**src/rtl/seg_scan_ctrl.sv**
```systemverilog
// seg_scan_ctrl
// Time-multiplexed scan controller for an 8-digit common-anode 7-segment
// display. Eight 4-bit digit values (plus a blank flag) are written into a
// shadow buffer and copied atomically into the active buffer at the start of
// a frame after a commit request, so a frame never mixes old and new data.
// Each digit slot is DEAD_CYC dark cycles followed by SHOW_CYC lit cycles.
//
// Parameters:
//   SHOW_CYC   clock cycles each digit is lit (>=1)
//   DEAD_CYC   blank cycles before each digit is lit (>=1)
//
// Ports:
//   clk         system clock
//   rst         asynchronous reset, active-high
//   en          scan enable; 0 = dark, scan held at start
//   wr_en       shadow buffer write strobe
//   wr_addr     digit index to write (0..7)
//   wr_data     bit4 = blank flag, bits3:0 = digit value
//   commit      request shadow->active copy at next frame start
//   seg         segments g..a (bit6=g), active-low, registered
//   dig         digit enables, active-low, registered, one-hot-low or all high
//   frame_done  one-cycle pulse on the first dark cycle after digit 7
module seg_scan_ctrl #(
  parameter int SHOW_CYC = 50000,
  parameter int DEAD_CYC = 500
) (
  input  logic       clk,
  input  logic       rst,
  input  logic       en,
  input  logic       wr_en,
  input  logic [2:0] wr_addr,
  input  logic [4:0] wr_data,
  input  logic       commit,
  output logic [6:0] seg,
  output logic [7:0] dig,
  output logic       frame_done
);

  localparam int MAX_CYC = (SHOW_CYC > DEAD_CYC) ? SHOW_CYC : DEAD_CYC;
  localparam int CW      = (MAX_CYC > 1) ? $clog2(MAX_CYC) : 1;
  localparam logic [CW-1:0] SHOW_LAST = CW'(SHOW_CYC - 1);
  localparam logic [CW-1:0] DEAD_LAST = CW'(DEAD_CYC - 1);

  typedef enum logic {
    DEAD = 1'b0,
    SHOW = 1'b1
  } state_t;

  state_t        state;
  logic [2:0]    idx;
  logic [CW-1:0] cnt;
  logic [4:0]    shadow [8];
  logic [4:0]    active [8];
  logic          pending;

  logic       dead_end;
  logic       show_end;
  logic       latch;
  logic [4:0] lit_val;

  // Active-low segment decode; A-F and the blank flag both go dark.
  function automatic logic [6:0] decode(input logic [4:0] v);
    logic [6:0] s;
    s = 7'h7F;
    if (!v[4]) begin
      case (v[3:0])
        4'd0: s = 7'b1000000;
        4'd1: s = 7'b1111001;
        4'd2: s = 7'b0100100;
        4'd3: s = 7'b0110000;
        4'd4: s = 7'b0011001;
        4'd5: s = 7'b0010010;
        4'd6: s = 7'b0000010;
        4'd7: s = 7'b1111000;
        4'd8: s = 7'b0000000;
        4'd9: s = 7'b0010000;
        default: s = 7'h7F;
      endcase
    end
    return s;
  endfunction

  // The copy happens on the edge that lights digit 0. The segment register
  // is loaded on that same edge, so it must see the value being copied in
  // rather than the stale active entry.
  always_comb begin
    dead_end = (state == DEAD) && (cnt == DEAD_LAST);
    show_end = (state == SHOW) && (cnt == SHOW_LAST);
    latch    = en && dead_end && (idx == 3'd0) && pending;
    lit_val  = latch ? shadow[0] : active[idx];
  end

  // Buffers and commit flag keep working while the scan is disabled. The
  // copy reads shadow before this edge's write lands, and a commit on the
  // latch edge wins over the clear so the copy repeats next frame.
  always_ff @(posedge clk or posedge rst) begin
    if (rst) begin
      for (int i = 0; i < 8; i++) begin
        shadow[i] <= 5'h10;
        active[i] <= 5'h10;
      end
      pending <= 1'b0;
    end else begin
      if (wr_en) begin
        shadow[wr_addr] <= wr_data;
      end
      if (latch) begin
        for (int i = 0; i < 8; i++) begin
          active[i] <= shadow[i];
        end
      end
      if (commit) begin
        pending <= 1'b1;
      end else if (latch) begin
        pending <= 1'b0;
      end
    end
  end

  // Scan FSM with registered outputs that change on the state-change edge.
  always_ff @(posedge clk or posedge rst) begin
    if (rst) begin
      state      <= DEAD;
      idx        <= 3'd0;
      cnt        <= '0;
      seg        <= 7'h7F;
      dig        <= 8'hFF;
      frame_done <= 1'b0;
    end else if (!en) begin
      state      <= DEAD;
      idx        <= 3'd0;
      cnt        <= '0;
      seg        <= 7'h7F;
      dig        <= 8'hFF;
      frame_done <= 1'b0;
    end else begin
      frame_done <= 1'b0;
      case (state)
        DEAD: begin
          if (dead_end) begin
            state <= SHOW;
            cnt   <= '0;
            dig   <= ~(8'd1 << idx);
            seg   <= decode(lit_val);
          end else begin
            cnt <= cnt + 1'b1;
          end
        end
        SHOW: begin
          if (show_end) begin
            state      <= DEAD;
            idx        <= idx + 3'd1;
            cnt        <= '0;
            dig        <= 8'hFF;
            seg        <= 7'h7F;
            frame_done <= (idx == 3'd7);
          end else begin
            cnt <= cnt + 1'b1;
          end
        end
        default: begin
          state <= DEAD;
          cnt   <= '0;
        end
      endcase
    end
  end

endmodule

```
**config.mk**
```make
export PLATFORM = sky130hd
export DESIGN_NAME = seg_scan_ctrl
export DESIGN_NICKNAME = d
export VERILOG_FILES = /design/src/rtl/seg_scan_ctrl.sv
export SDC_FILE = /design/constraint.sdc
export NUM_CORES = 1
export LEC_CHECK = 0
export ABC_AREA = 1
export CORE_UTILIZATION = 45
export CTS_BUF_LIST = sky130_fd_sc_hd__clkbuf_8
export DETAILED_ROUTE_END_ITERATION = 12
export PLACE_DENSITY_LB_ADDON = 0.1
export SYNTH_ARGS = -nofsm -noshare
export SYNTH_HDL_FRONTEND = slang
export SYNTH_SLANG_ARGS = --single-unit
```
**constraint.sdc**
```tcl
create_clock -name clk -period 3.79 [get_ports clk]
set_input_delay 0.5685 -clock clk [delete_from_list [all_inputs] [get_ports clk]]
set_output_delay 0.5685 -clock clk [all_outputs]
set_load 0.01 [all_outputs]
```
==> impl_table.tex <==
\begin{tabular}{lr}
\hline
Metric & Value \\
\hline
\multicolumn{2}{l}{\textbf{Clock tree}} \\
\quad Clock buffers created by TritonCTS & 17 \\
\quad Clock Latency Late Sink & about 0.44 ns \\
\quad TritonCTS clock tree & done \\
\quad Number of resized instances in the post-cts repair step & 0 \\
\quad Root buffer cell & sky130\_fd\_sc\_hd\_\_clkbuf\_8 \\
\quad Number of setup buffers added after CTS & 0 \\
\quad Sinks on Clock Net & 117 \\
\quad Clock slew seen by the registers of the worst setup and hold paths & 0.07 ns \\
\quad Post-cts hold buffer count & 0 \\
\quad H-tree level count & 4 \\
\quad Clk buf depth & 2 \\
\multicolumn{2}{l}{\textbf{Timing}} \\
\quad Total of endpoints with negative setup slack in the final report & 0 \\
\quad Setup tns final & 0 ns \\
\quad Count of final hold-check violations & 0 \\
\quad Clock period minus worst slack & 2.88 ns \\
\quad Final clock skew & 0.00884 ns \\
\quad Fin worst setup slack & 0.909 ns \\
\quad Post-route clock period utilization & 76.0\% \\
\quad Highest clock rate & 347 MHz \\
\quad Setup repair after global routing missed its margin & false \\
\quad Final Max Tran Viols & 0 \\
\quad Worst slew slack as a fraction of its limit & around 64\% \\
\quad Slew at the pin closest to its max-slew limit & 0.538 ns \\
\multicolumn{2}{l}{\textbf{Die}} \\
\quad Die span in y & 111 microns \\
\quad Area of the die & 0.0124 sq mm \\
\quad DIE WIDTH & around 110 microns \\
\quad Row cnt & 39 \\
\quad Initial core utilization & 46.6\% \\
\quad Core Box Area & 0.0116 sq mm \\
\quad Count of boundary I/O pins & 29 \\
\multicolumn{2}{l}{\textbf{Synth}} \\
\quad Number of synthesis warnings & 0 \\
\quad Top cell type's share of synthesized area & 39.9\% \\
\quad Ys async rst share & 100\% \\
\quad Netlist Area Pre-Place & approximately 0.0054 sq mm \\
\quad Share of the yosys chip area belonging to registers & 55.0\% \\
\quad Unique cell type count in the Yosys netlist & 36 \\
\quad Number of flip-flops and latches in the synthesized netlist & 117 \\
\quad Top post-synthesis cells by area & sky130\_fd\_sc\_hd\_\_dfrtp\_1, sky130\_fd\_sc\_hd\_\_dfstp\_2, sky130\_fd\_sc\_hd\_\_nand2\_1 \\
\quad Most frequently used cell type in the post-synthesis netlist & sky130\_fd\_sc\_hd\_\_nand2\_1 \\
\quad Post-synthesis cell type with the largest combined area & sky130\_fd\_sc\_hd\_\_dfrtp\_1 \\
\quad Syn\_nets & 665 \\
\quad List of most frequent post-synthesis cells & sky130\_fd\_sc\_hd\_\_nand2\_1, sky130\_fd\_sc\_hd\_\_dfrtp\_1, sky130\_fd\_sc\_hd\_\_o21ai\_0, sky130\_fd\_sc\_hd\_\_inv\_1, sky130\_fd\_sc\_hd\_\_nor2\_1 \\
\quad Mean post-synth cell area & 8.37 sq um \\
\quad Number of enable flip-flop cells after synthesis & 0 \\
\quad Most frequently used flop master after synthesis & sky130\_fd\_sc\_hd\_\_dfrtp\_1 \\
\quad Post-synthesis cell count & 644 \\
\multicolumn{2}{l}{\textbf{Pwr}} \\
\quad Power Density & 464 mW/mm\^{}2 \\
\quad Max rail drop VDD & around 0.00031 V \\
\quad Leakage power figure & 2.90 nW \\
\multicolumn{2}{l}{\textbf{GRT}} \\
\quad Remaining Overflow, GRT & 0 \\
\quad Pin count of the biggest net entering global routing & 60 \\
\quad Antenna violations before repair & 0 \\
\quad GRT Util Overall & roughly a fifth \\
\quad Vias in the first global route & slightly above 4000 \\
\quad Met2 global-route usage & 32.2\% \\
\quad Wire length of the first global-routing pass & between 20 and 25 mm \\
\quad Met3 layer usage reported by global route & under 10\% \\
\quad GRT met1 Usage & 28.7\% \\
\quad Top Usage Layer GRT & met2 \\
\multicolumn{2}{l}{\textbf{Worst setup path}} \\
\quad CP Launch Type & flip-flop \\
\quad Maximum fanout count along the critical path & 31 \\
\quad CP Capture Type & flip-flop \\
\quad Critical path data arrival time & approximately 3.2 ns \\
\quad Classification of the worst setup path & reg2reg \\
\quad Crit path required time & around 4.2 ns \\
\multicolumn{2}{l}{\textbf{Routing}} \\
\quad Iteration-0 DRC count of the detailed router & between 200 and 300 \\
\quad Avg Vias per Cell & around 5.0 \\
\quad Count of unresolved DRC violations after routing & 3 \\
\quad Routed length per instance & 13.8 microns \\
\quad DR vias & 4147 \\
\quad Total wire length after detailed routing & 11.5 mm \\
\quad Detail Route Antenna Nets & 0 \\
\quad Detailed-router iteration count before antenna repair & 10 \\
\multicolumn{2}{l}{\textbf{Placement}} \\
\quad Routability Congestion & 0.805 \\
\quad Setup Slack @ Placement & approximately 0.55 ns \\
\quad Count of buffers from port buffering & 28 \\
\quad Placed wire-length estimate & around 7.9 mm \\
\multicolumn{2}{l}{\textbf{Final layout}} \\
\quad Area growth from synthesis to layout & 15.4\% \\
\quad Proportion of layout cells with a drive suffix above 1 & about 14\% \\
\quad Number of diodes added for antenna fixing & 0 \\
\quad Net total in the final layout & 700 \\
\multicolumn{2}{l}{\textbf{Status}} \\
\quad Violated checks & design-rule violations \\
\quad Outcome & finished, violations left \\
\multicolumn{2}{l}{\textbf{Job}} \\
\quad Max cap viols & 0 \\
\multicolumn{2}{l}{\textbf{Min path}} \\
\quad Path type of the worst min-delay path & in2async \\
\hline
\end{tabular}
-- layout make-up --
cell class | count | area, sq um
Multi-Input combinational cell | 438 | 2060
Clock inverter | 15 | 173
Inverter | 70 | 268
Clock buffer | 17 | 234
Timing Repair Buffer | 35 | 345
Sequential cell | 117 | 2970
Fill cell | 1085 | 5340
Tap cell | 143 | 179
-- state kept, by name (all words and copies together) (netlist names) --
signal      flops
active         40
cnt            16
dig             8
frame_done      1
idx             3
pending         1
seg             7
shadow         40
state           1
-- per-layer routing --
| layer | part of all wire [%] | wire length [microns] |
|---|---|---|
| met3 | 4.6 | 525 |
| met1 | 49 | 5680 |
| met2 | 45 | 5170 |
| met4 | 1.4 | 167 |
| met5 | 0 | 0 |
-- critical path, cell delays in order (launching register included) --
cell and delay (ns):
sky130_fd_sc_hd__dfrtp_1 0.39, sky130_fd_sc_hd__inv_2 0.31, sky130_fd_sc_hd__ha_1 0.26, sky130_fd_sc_hd__nand2_2 0.07
sky130_fd_sc_hd__nor3_4 0.26, sky130_fd_sc_hd__nand4_4 0.42, sky130_fd_sc_hd__inv_2 0.45, sky130_fd_sc_hd__nand2_1 0.14
sky130_fd_sc_hd__nand2_2 0.11, sky130_fd_sc_hd__inv_4 0.05, sky130_fd_sc_hd__nor2_4 0.12, sky130_fd_sc_hd__nor2_4 0.07
sky130_fd_sc_hd__a21oi_1 0.15
-- power by group --
| group | switching [mW] | internal, mW |
|---|---|---|
| Combinational | 0.202 | 0.108 |
| Clock | 0.484 | 0.698 |
| Sequential | 0.0456 | 1.35 |
-- final timing paths --
check	start	endpoint	slack, ns	cells after the start
min in group clk	active[34]	active[34]	0.47	2
min reg2reg	active[34]	active[34]	0.47	2
max reg2reg	idx[0]	seg[3]	0.91	12
min	rst	shadow[26]	0.46	2
max in group asynchronous	rst	seg[6]	2.53	3
max	idx[0]	seg[3]	0.91	12
-- placed cells by master, fill, tap and decap left out, drive strengths merged --
cell type / n
o21a: 1
nand3: 20
nor3b: 1
dfrtp: 86
nand4: 7
a211o: 1
a41oi: 3
clkinv: 7
ha: 8
a21o: 1
or2: 3
clkbuf: 17
clkdlybuf4s50: 28
buf: 7
nor2: 65
inv: 73
a211oi: 1
dfstp: 31
nor3: 9
o21ai: 80
bufinv: 4
nand2: 213
clkinvlp: 1
a31oi: 3
a21oi: 16
o22ai: 3
xor2: 1
xnor2: 2
-- metrics by stage --
stage	area (sq um)	hold WS [ns]	utilization, %	cells	total power, mW
floorplan	5390	0.433	-	644	1.63
global placement	5820	0.445	50.3	803	1.72
detailed placement	5820	0.457	50.3	803	1.73
CTS	6220	0.462	53.8	835	2.92
global route	6220	0.472	53.8	835	3.04
finish	6220	0.462	53.8	835	2.89
-- logic make-up (layout without fill, tap and decap cells) --
family	Yosys count	in the layout	synth area share (%)
buffers and inverters	89	137	6.82
XOR/XNOR	3	3	0.487
adder cells (fa/ha/maj)	8	8	1.86
flip-flops	117	117	55.0
AND/OR/NAND/NOR	318	318	25.1
AO/OA/AOI/OAI	109	109	10.7
(Power assumes the default switching activity.)
